## src/rtl/pll_phase_ctrl.sv

```systemverilog
// Sequencer for PLL dynamic phase shifting: steps PHASE_STEP_N once per requested step with a gap.
// Define PLL_PHASE_LOCK_WAIT_EN to wait for PLL lock (with timeout) before reporting completion.
module pll_phase_ctrl #(
  parameter int STEP_GAP     = 4,
  parameter int LOCK_TIMEOUT = 1023
) (
  input  logic       clk,
  input  logic       rst,
  input  logic       req_valid,
  output logic       req_ready,
  input  logic [2:0] req_sel,
  input  logic       req_dir,
  input  logic [7:0] req_steps,
  input  logic       pll_lock,
  output logic [2:0] phase_sel,
  output logic       phase_dir,
  output logic       phase_step_n,
  output logic       busy,
  output logic       done,
  output logic       err
);

  localparam logic [2:0] IDLE      = 3'd0;
  localparam logic [2:0] SETUP     = 3'd1;
  localparam logic [2:0] STEP      = 3'd2;
  localparam logic [2:0] GAP       = 3'd3;
  localparam logic [2:0] DONE      = 3'd5;
`ifdef PLL_PHASE_LOCK_WAIT_EN
  localparam logic [2:0] WAIT_LOCK = 3'd4;
  localparam logic [2:0] FINISH    = WAIT_LOCK;
  localparam logic [15:0] WAIT_LAST = 16'(LOCK_TIMEOUT - 1);
`else
  localparam logic [2:0] FINISH    = DONE;
`endif
  localparam logic [7:0] GAP_LAST  = 8'(STEP_GAP - 1);

  if (STEP_GAP < 1 || STEP_GAP > 255) begin : g_bad_step_gap
    $error("STEP_GAP out of range 1..255");
  end
  if (LOCK_TIMEOUT < 1 || LOCK_TIMEOUT > 65535) begin : g_bad_lock_timeout
    $error("LOCK_TIMEOUT out of range 1..65535");
  end

  logic [2:0] state_reg, state_next;
  logic [7:0] rem_reg, rem_next;
  logic [7:0] gap_cnt_reg, gap_cnt_next;
  logic       req_ready_reg;
  logic [2:0] phase_sel_reg;
  logic       phase_dir_reg;
  logic       phase_step_n_reg;
  logic       busy_reg;
  logic       done_reg;
  logic       accept;
`ifdef PLL_PHASE_LOCK_WAIT_EN
  logic [15:0] wait_cnt_reg, wait_cnt_next;
  logic        err_flag_reg, err_flag_next;
  logic        err_reg;
`endif

  assign accept = req_valid && req_ready_reg && (state_reg == IDLE);

  always_comb begin
    state_next   = state_reg;
    rem_next     = rem_reg;
    gap_cnt_next = 8'd0;
`ifdef PLL_PHASE_LOCK_WAIT_EN
    wait_cnt_next = 16'd0;
    err_flag_next = err_flag_reg;
`endif
    case (state_reg)
      IDLE: begin
        if (accept) begin
          state_next = SETUP;
          rem_next   = req_steps;
        end
      end
      SETUP: state_next = (rem_reg != 8'd0) ? STEP : FINISH;
      STEP: begin
        rem_next   = rem_reg - 8'd1;
        state_next = GAP;
      end
      GAP: begin
        if (gap_cnt_reg == GAP_LAST) begin
          state_next = (rem_reg != 8'd0) ? STEP : FINISH;
        end else begin
          gap_cnt_next = gap_cnt_reg + 8'd1;
        end
      end
`ifdef PLL_PHASE_LOCK_WAIT_EN
      WAIT_LOCK: begin
        if (pll_lock) begin
          state_next    = DONE;
          err_flag_next = 1'b0;
        end else if (wait_cnt_reg == WAIT_LAST) begin
          state_next    = DONE;
          err_flag_next = 1'b1;
        end else begin
          wait_cnt_next = wait_cnt_reg + 16'd1;
        end
      end
`endif
      DONE:    state_next = IDLE;
      default: state_next = IDLE;
    endcase
  end

  // Outputs are decoded from the registered state, so they trail it by one cycle.
  always_ff @(posedge clk) begin
    if (rst) begin
      state_reg        <= IDLE;
      rem_reg          <= 8'd0;
      gap_cnt_reg      <= 8'd0;
      req_ready_reg    <= 1'b0;
      phase_sel_reg    <= 3'd0;
      phase_dir_reg    <= 1'b0;
      phase_step_n_reg <= 1'b1;
      busy_reg         <= 1'b0;
      done_reg         <= 1'b0;
    end else begin
      state_reg        <= state_next;
      rem_reg          <= rem_next;
      gap_cnt_reg      <= gap_cnt_next;
      req_ready_reg    <= (state_reg == IDLE) && !accept && pll_lock;
      if (accept) begin
        phase_sel_reg <= req_sel;
        phase_dir_reg <= req_dir;
      end
      phase_step_n_reg <= (state_reg != STEP);
      busy_reg         <= (state_reg != IDLE);
      done_reg         <= (state_reg == DONE);
    end
  end

`ifdef PLL_PHASE_LOCK_WAIT_EN
  always_ff @(posedge clk) begin
    if (rst) begin
      wait_cnt_reg <= 16'd0;
      err_flag_reg <= 1'b0;
      err_reg      <= 1'b0;
    end else begin
      wait_cnt_reg <= wait_cnt_next;
      err_flag_reg <= err_flag_next;
      err_reg      <= (state_reg == DONE) && err_flag_reg;
    end
  end
  assign err = err_reg;
`else
  assign err = 1'b0;
`endif

  assign req_ready    = req_ready_reg;
  assign phase_sel    = phase_sel_reg;
  assign phase_dir    = phase_dir_reg;
  assign phase_step_n = phase_step_n_reg;
  assign busy         = busy_reg;
  assign done         = done_reg;

endmodule

```

## config.mk

```make
export PLATFORM = sky130hd
export DESIGN_NAME = pll_phase_ctrl
export DESIGN_NICKNAME = d
export VERILOG_FILES = /design/src/rtl/pll_phase_ctrl.sv
export SDC_FILE = /design/constraint.sdc
export NUM_CORES = 1
export LEC_CHECK = 0
export BUFFER_PORTS_ARGS = -buffer_cell sky130_fd_sc_hd__buf_2
export CAP_MARGIN = 10
export CORE_ASPECT_RATIO = 0.75
export CORE_MARGIN = 4
export CORE_UTILIZATION = 50
export CTS_BUF_LIST = sky130_fd_sc_hd__clkbuf_8
export DETAILED_ROUTE_END_ITERATION = 12
export GPL_ROUTABILITY_DRIVEN = 1
export PLACE_DENSITY = 0.8
export SLEW_MARGIN = 10
export SYNTH_ARGS = -nofsm -noshare
export SYNTH_HDL_FRONTEND = slang
export SYNTH_SLANG_ARGS = --single-unit
```

## constraint.sdc

```tcl
create_clock -name clk -period 1.6 [get_ports clk]
set_clock_uncertainty 0.2 [all_clocks]
set_input_delay 0.32 -clock clk [delete_from_list [all_inputs] [get_ports clk]]
set_output_delay 0.32 -clock clk [all_outputs]
set_load 0.005 [all_outputs]
```

# Word level (Yosys, flattened, before mapping)
# Cells that the tools add are included.
[word_totals] mem_count=0 inputBits=16 mem_bits_ro=0 out_inout_bits=9 ramBits=0 elab_cells=38 latch_bits=0 register_bits=27
[op_classes] eq_ne=8 div=0 order_cmp=0 bitwise=1 add_sub_neg=2 shifts=0 n_reduce_logical=12 multipliers=0 muxes=6
[ops] operator="$pmux W8 S2" n=1
[ops] operator="$pmux W3 S4" n=1
[ops] operator="$mux W3" n=3
[ops] operator="$add A8 B1 Y8 const B" n=1
[ops] operator="$eq A8 B2 Y1 const B" n=1
[ops] operator="$mux W8" n=1
[ops] operator="$reduce_bool A8 Y1" n=1
[ops] operator="$sub A8 B1 Y8 const B" n=1
[ops] operator="$eq A3 B2 Y1 const B" n=2
[ops] operator="$logic_and A1 B1 Y1" n=4
[ops] operator="$ne A2 B2 Y1 const B" n=2
[ops] operator="$reduce_and A2 Y1" n=2
[ops] operator="$eq A3 B1 Y1 const B" n=1
[ops] operator="$eq A3 B3 Y1 const B" n=1
[ops] operator="$logic_not A3 Y1" n=1
[ops] operator="$ne A3 B2 Y1 const B" n=1
[ops] operator="$reduce_bool A3 Y1" n=1
[ops] operator="$reduce_or A3 Y1" n=1
[ops] operator="$reduce_bool A2 Y1" n=1
[ops] operator="$logic_not A1 Y1" n=1
[ops] operator="$not A1 Y1" n=1

# Depth between registers and ports, before layout
# Gate-level depths: netlist (run 1).
[logic_depth] ltp_word=5 depth_mapped=6 ltp_nobuf=6

# Worst setup path after synthesis (run 1)
# OpenSTA, ideal clock, no wires.
[synth_timing] path_kind="register to register" from="reg gap_cnt_reg[0]" to="reg state_reg[0]" setup_slack_ps=-53 path_stages_with_launch=6 path_buffers=0 setup_ps=136 required_ps=1264 t_arrival_ps=1317 synth_period_minus_slack_ps=1653 path_cell_list="dfxtp_1 ha_1 nor4b_1 a21boi_0 nand3_1 a22oi_2"
[synth_between] elab_chain_len=3
[synth_lines] item="start, declared" line="46" text="logic [7:0] gap_cnt_reg, gap_cnt_next;"
[synth_lines] item="start signal, assigned" line="122" text="gap_cnt_reg <= gap_cnt_next;"
[synth_lines] item="$eq A8 B2 Y1" line="83" text="if (gap_cnt_reg == GAP_LAST) begin"
[synth_lines] item="$ne A2 B2 Y1 (no line)"
[synth_lines] item="$reduce_and A2 Y1 (no line)"
[synth_lines] item="end signal, assigned" line="120" text="state_reg <= state_next;"
[synth_lines] item="end, declared" line="44" text="logic [2:0] state_reg, state_next;"
# No other way between the ends.
# A chain may end at the register's enable or synchronous reset.

# Final worst setup path (run 1)
[layout_timing] from="reg state_reg[0]" to="reg rem_reg[1]"
[layout_between] elab_chain_len=4 elab_cells_between_ends=7 cone_classes="2 x eq/ne; 1 x mux; 4 x reduce/logical"
[layout_lines] item="$logic_not A3 Y1" line="60, 70"
[layout_lines] item="$logic_and A1 B1 Y1" line="60" text="assign accept = req_valid && req_ready_reg && (state_reg == IDLE);"
[layout_lines] item="$ne A2 B2 Y1 (no line)"
[layout_lines] item="$reduce_and A2 Y1 (no line)"
[layout_lines] item="end signal, assigned" line="121" text="rem_reg <= rem_next;"
[layout_lines] item="end, declared" line="45" text="logic [7:0] rem_reg, rem_next;"
# Parallel ways exist; a longest one is shown, timed or not.

==> flow_summary_export.csv, run 1 <==
group,metric,value,unit
timing,setup_viol,1,
synthesis,syn_avg_cell_area,9.120,µm²
power,p_clk_frac,0.137,
critical_path,timing.rr.start,"state_reg[0]$_SDFFE_PP0P_",
drt,ant_nets,0,
power,pwr-share-seq,0.364,
power,swShare,0.3854,
critical_path,critPathLaunch,"state_reg[0]$_SDFFE_PP0P_",
hold_path,min_from,"req_sel[1]",
synthesis,async_flop_share,0,
global_routing,track_usage,0.1977,
run,max-cap-violations,0,
drt,wirelength,3371,µm
drt,vias,1186,
timing,whs,79.28,ps
layout,area_growth,33.84,%
floorplanning,core-area,2327,µm²
synthesis,synth_flop_cell,"dfxtp_1",
timing,drv_slew,0,
drt,drtIter0Drc,145,
power,peakVddDrop,0.9851,mV
synthesis,ys_top_cells_by_area,"dfxtp_1 (44%), xor2_1 (5.0%), nor2_1 (4.9%)",
synthesis,synthesis.nets,154,
global_routing,gr-total-overflow,0,
timing,layout_setup_ws,-20.16,ps
synthesis,ys_seq_area_frac,0.4390,
critical_path,max_stage_delay,390,ps
clock_network,htree_num_levels,1,
global_routing,grt_pass1_vias,1088,
drt,wl_per_cell,15.83,µm
synthesis,netlist_area,1231,µm²
floorplanning,die_h,50.98,µm
run_status,violations,"setup timing",
timing,rsz0062_at_grt,"true",
clock_network,cts-buffers-inserted,3,
timing,hold_viol,0,
timing,fin_setup_tns,-20.16,ps
drt,firstDrtPassIters,4,
global_routing,grt_start_max_net_pins,16,
synthesis,synth_seq_cells,27,
timing,min_period,1620,ps
layout,antennaDiodeCount,0,
layout,nets,199,
critical_path,r2r-end,"rem_reg[1]$_SDFFE_PP0P_",
global_routing,antenna_found_initial,0,
synthesis,synth_cells,135,
placed_design,dp_cells,203,
drt,routed_via_density,5.568,
drt,drc_errors,0,
power,p_leak,0.6852,nW
synthesis,synthTopCellsByCount,"dfxtp_1 (27), nor2_1 (16), nand2_1 (13), nand3_1 (11), a21oi_1 (10)",
floorplanning,die_area,3329,µm²
clock_network,cts_tree,"yes",
floorplanning,die-width,65.30,µm
clock_network,worst_skew_pair.late_latency,270,ps
floorplanning,boundaryPins,25,
placed_design,dp_hpwl,2189,µm
timing,finalCritPeriodShare,1.013,
critical_path,cp_max_fo,9,
synthesis,synth_enable_flop_cells,0,
power,p_switching,1.074,mW
critical_path,cp-end-kind,"register",
critical_path,start_kind,"register",
critical_path,arrival,1580,ps
synthesis,synth_top_area_cell,"dfxtp_1",
placed_design,gp_congestion,0.8733,
floorplanning,row_count,15,
clock_network,cts_root_buf,"clkbuf_8",
critical_path,path_cells,"nor3_4, nand3_1, o21ai_0, a21oi_1",
critical_path,crit_path_top_delay_cell,"dfxtp_4",
placed_design,port_buffers,23,
synthesis,synth.distinct_cells,40,
hold_path,min_to,"phase_sel[1]$_SDFFE_PP0P_",
critical_path,rr_worst_depth,4,
power,combPwrFrac,0.499,
clock_network,postCtsHoldBufs,0,
hold_path,hold_class,"input port to register",
power,cellPowerDensity,1692,nW/µm²
synthesis,synth_top_area_share,0.4390,
floorplanning,initial_core_util,0.5290,
clock_network,cts_sinks,27,
clock_network,clkTransAtPathRegs,90,ps
timing,timing.fmax,0.6172,GHz
layout,fin_cells,213,
power,intPower,1.713,mW
synthesis,yosys_warnings,0,
clock_network,cts_buffer_depth,2,
critical_path,worstSetupPathType,"register to register",
synthesis,synth_most_common_cell,"dfxtp_1",
critical_path,required,1560,ps
global_routing,grt_pass1_wl,5064,µm
critical_path,reg2reg_slack,-20,ps
layout,drive_gt1_frac,0.4190,
run_status,outcome,"finished with violations",
hold_path,hold_path_depth,3,
==> cell type report <==
type                       instances  area [µm²]
clock inverter                     1       5.005
sequential                        27       550.5
inverter                           3       11.26
fill                             188       679.4
timing repair buffer              45       280.3
multi-input combinational        100       716.9
tap                               34       42.54
clock buffer                       3       41.29
==> worst max path at each step <==
stage / end / cells after the start
floorplan: state_reg[0]$_SDFFE_PP0P_ / 5
global placement: rem_reg[7]$_SDFFE_PP0P_ / 5
detailed placement: state_reg[0]$_SDFFE_PP0P_ / 5
CTS: state_reg[0]$_SDFFE_PP0P_ / 4
global route: rem_reg[1]$_SDFFE_PP0P_ / 4
finish: rem_reg[1]$_SDFFE_PP0P_ / 4
==> worst max-delay path: cells and delay by family (launching register included) <==
kind | cells | cell delay [ps]
AND/OR/NAND/NOR | 2 | 540
flip-flops | 1 | 390
AO/OA/AOI/OAI | 2 | 370
==> kinds of logic after synthesis <==
| logic type | count (synthesis) | share of synthesized area |
|---|---|---|
| flip-flops | 27 | 0.4390 |
| XOR/XNOR | 8 | 0.05691 |
| other | 1 | 0.003046 |
| buffers and inverters | 9 | 0.04268 |
| adder cells (fa/ha/maj) | 3 | 0.03049 |
| AND/OR/NAND/NOR | 62 | 0.2886 |
| AO/OA/AOI/OAI | 25 | 0.1392 |
==> metal layers <==
layer,up-vias,track usage,part of all wire
met3,6,0.05275,0.048
met1,566,0.2503,0.45
li1,571,-,-
met4,0,0.07241,0.017
met5,-,0,0
met2,43,0.3227,0.49
==> cells in the final DEF (no fill, tap or decap), types with 2 or more instances in the layout <==
cell type,count
a21oi_1,10
a22oi_1,2
and3_1,2
buf_2,23
buf_4,22
clkbuf_8,3
dfxtp_1,21
dfxtp_2,5
ha_1,2
inv_2,2
nand2_1,13
nand3_1,9
nand3_2,2
nor2_1,15
nor2b_1,2
nor3_1,6
nor3b_4,2
o21ai_0,2
xor2_1,7
==> power groups by stage <==
| stage | logic (mW) | clock network, mW | registers [mW] |
|---|---|---|---|
| detailed placement | 1.12 | 0 | 0.975 |
| global placement | 1.07 | 0 | 0.964 |
| CTS | 1.15 | 0.390 | 0.969 |
| finish | 1.39 | 0.382 | 1.01 |
| global route | 1.51 | 0.417 | 1.04 |
| floorplan | 0.751 | 0 | 0.934 |
==> through the flow <==
| step | power, mW | area, µm² | utilization | setup WS [ps] |
|---|---|---|---|---|
| 2_1_floorplan | 1.685 | 1236 | - | 14.99 |
| 3_3_place_gp | 2.037 | 1480 | 0.6360 | 15.13 |
| 3_5_place_dp | 2.098 | 1480 | 0.6360 | -52.32 |
| 4_1_cts | 2.514 | 1543 | 0.6629 | -16.96 |
| 5_1_grt | 2.962 | 1648 | 0.7081 | -111.0 |
| 6_report | 2.787 | 1648 | 0.7081 | -20.16 |
==> repair_timing <==
action                                  CTS  global route
endpoints found under the setup margin   12            15
resized for setup                         6            16
cloned                                    0             1
buffers inserted                          0             5
pin swaps                                 2             9
(Power assumes the default switching activity.)
==> run 2, diff against run 1 <==
--- a/config.mk
+++ b/config.mk
@@ -13,6 +13,7 @@
 export CTS_BUF_LIST = sky130_fd_sc_hd__clkbuf_8
 export DETAILED_ROUTE_END_ITERATION = 12
 export GPL_ROUTABILITY_DRIVEN = 1
+export GPL_TIMING_DRIVEN = 0
 export PLACE_DENSITY = 0.8
 export SLEW_MARGIN = 10
 export SYNTH_ARGS = -nofsm -noshare
==> flow_summary_export.csv, run 2 (synthesis results as in run 1) <==
group,metric,value,unit
layout,multi_input_area,740.7,µm²
layout,final_cell_mix,"buf_2 (22), dfxtp_1 (17), nor2_1 (16)",
power,p_leak,0.6674,nW
timing,rsz0062_at_grt,"true",
clock_network,cts_tree,"yes",
timing,min_period,1631,ps
placed_design,pre_cts_ws,-192.4,ps
global_routing,gr-total-overflow,0,
drt,drtIter0Drc,96,
placed_design,dp_hpwl,1885,µm
drt,wirelength,3273,µm
critical_path,endpoint,"rem_reg[4]$_SDFFE_PP0P_",
timing,timing.fmax,0.6131,GHz
run,max-cap-violations,0,
power,peakVddDrop,0.9988,mV
floorplanning,die_area,3329,µm²
drt,wl_per_cell,15.59,µm
critical_path,timing.rr.start,"state_reg[2]$_SDFFE_PP0P_",
placed_design,gp_congestion,0.8630,
timing,drv_slew,0,
floorplanning,core-area,2327,µm²
critical_path,critPathLaunch,"state_reg[2]$_SDFFE_PP0P_",
timing,hold_viol,0,
drt,vias,1161,
critical_path,reg2reg_slack,-30,ps
clock_network,cts-buffers-inserted,3,
layout,fillCellCount,173,
power,cellPowerDensity,1728,nW/µm²
drt,routed_via_density,5.529,
timing,whs,63.12,ps
global_routing,grt_start_max_net_pins,17,
clock_network,cts_root_buf,"clkbuf_8",
timing,finalCritPeriodShare,1.019,
layout,nets,196,
placed_design,port_buffers,22,
critical_path,cp_max_fo,9,
drt,ant_nets,0,
critical_path,worstSetupPathType,"register to register",
clock_network,htree_num_levels,1,
floorplanning,initial_core_util,0.5290,
global_routing,track_usage,0.2083,
layout,final_util,0.7204,
power,swShare,0.3802,
drt,firstDrtPassIters,5,
layout,mostFrequentLayoutCell,"buf_2",
floorplanning,die-width,65.30,µm
hold_path,hold_class,"input port to register",
global_routing,antenna_found_initial,0,
layout,drive_gt1_frac,0.4375,
timing,layout_setup_ws,-31.07,ps
layout,antennaDiodeCount,0,
power,combPwrFrac,0.513,
floorplanning,boundaryPins,25,
power,pwr-share-seq,0.348,
layout,area_growth,36.18,%
critical_path,cp-end-kind,"register",
clock_network,postCtsHoldBufs,0,
power,intPower,1.796,mW
power,p_clk_frac,0.139,
timing,fin_setup_tns,-31.07,ps
global_routing,grt_pass1_wl,5216,µm
run_status,outcome,"finished with violations",
clock_network,cts_buffer_depth,2,
floorplanning,die_h,50.98,µm
floorplanning,row_count,15,
global_routing,grt_pass1_vias,1144,
clock_network,worst_skew_pair.late_latency,280,ps
critical_path,start_kind,"register",
run_status,violations,"setup timing",
critical_path,arrival,1590,ps
critical_path,rr_worst_depth,4,
clock_network,clkTransAtPathRegs,90,ps
power,p_switching,1.102,mW
critical_path,required,1560,ps
clock_network,cts_sinks,27,
layout,regArea,553.0,µm²
power,power,2.897,mW
critical_path,r2r-end,"rem_reg[4]$_SDFFE_PP0P_",
drt,drc_errors,0,
timing,setup_viol,1,
-- run 2: how the worst min path moves through the flow --
stage                              start                   endpoint  slack (ps)  cells past startpoint
3_5_place_dp   phase_sel[1]$_SDFFE_PP0P_  phase_sel[1]$_SDFFE_PP0P_         260                      2
4_1_cts                       req_sel[0]  phase_sel[0]$_SDFFE_PP0P_          70                      3
3_3_place_gp   phase_sel[0]$_SDFFE_PP0P_  phase_sel[0]$_SDFFE_PP0P_         240                      2
5_1_grt                       req_sel[0]  phase_sel[0]$_SDFFE_PP0P_          80                      3
6_report                      req_sel[0]  phase_sel[0]$_SDFFE_PP0P_          60                      3
2_1_floorplan  gap_cnt_reg[0]$_SDFF_PP0_  gap_cnt_reg[0]$_SDFF_PP0_         240                      1
-- run 2: per-layer routing --
layer,vias up,routed length (µm),global-route usage
met5,-,0,0
met4,0,70,0.1000
met3,8,226,0.05275
met2,54,1567,0.3445
met1,538,1408,0.2527
li1,561,-,-
-- run 2: timing repair --
action / in CTS / in global routing
setup buffers: 9 / 5
pin swaps: 5 / 9
resized for setup: 12 / 20
gates cloned: 1 / 0
setup endpoints to repair: 16 / 22
-- run 2: worst max-delay path: stages, from the launching register on --
cell,delay [ps]
dfxtp_1,320
buf_6,140
or3_4,400
a222oi_1,360
nor2_1,70
-- run 2: power groups by stage --
| stage | logic, mW | clock network [mW] | registers, mW |
|---|---|---|---|
| 6_report | 1.49 | 0.404 | 1.01 |
| 5_1_grt | 1.58 | 0.435 | 1.02 |
| 4_1_cts | 1.21 | 0.406 | 0.958 |
| 3_5_place_dp | 0.939 | 0 | 0.955 |
| 3_3_place_gp | 0.916 | 0 | 0.949 |
| 2_1_floorplan | 0.751 | 0 | 0.934 |
-- run 2: area by class of cell --
type	instances	area share
Clock buffer	3	0.02463
Timing Repair Buffer	36	0.1381
Inverter	3	0.006716
Buffer	6	0.02910
Multi-Input combinational cell	100	0.4418
Tap cell	34	0.02537
Sequential cell	27	0.3299
Clock inverter	1	0.004478
-- run 2: stage by stage --
stage                     cell area (µm²)  instances
final                                1677        210
after CTS                            1572        205
after detailed placement             1389        191
after floorplan                      1236        135
after global routing                 1677        210
after global placement               1389        191
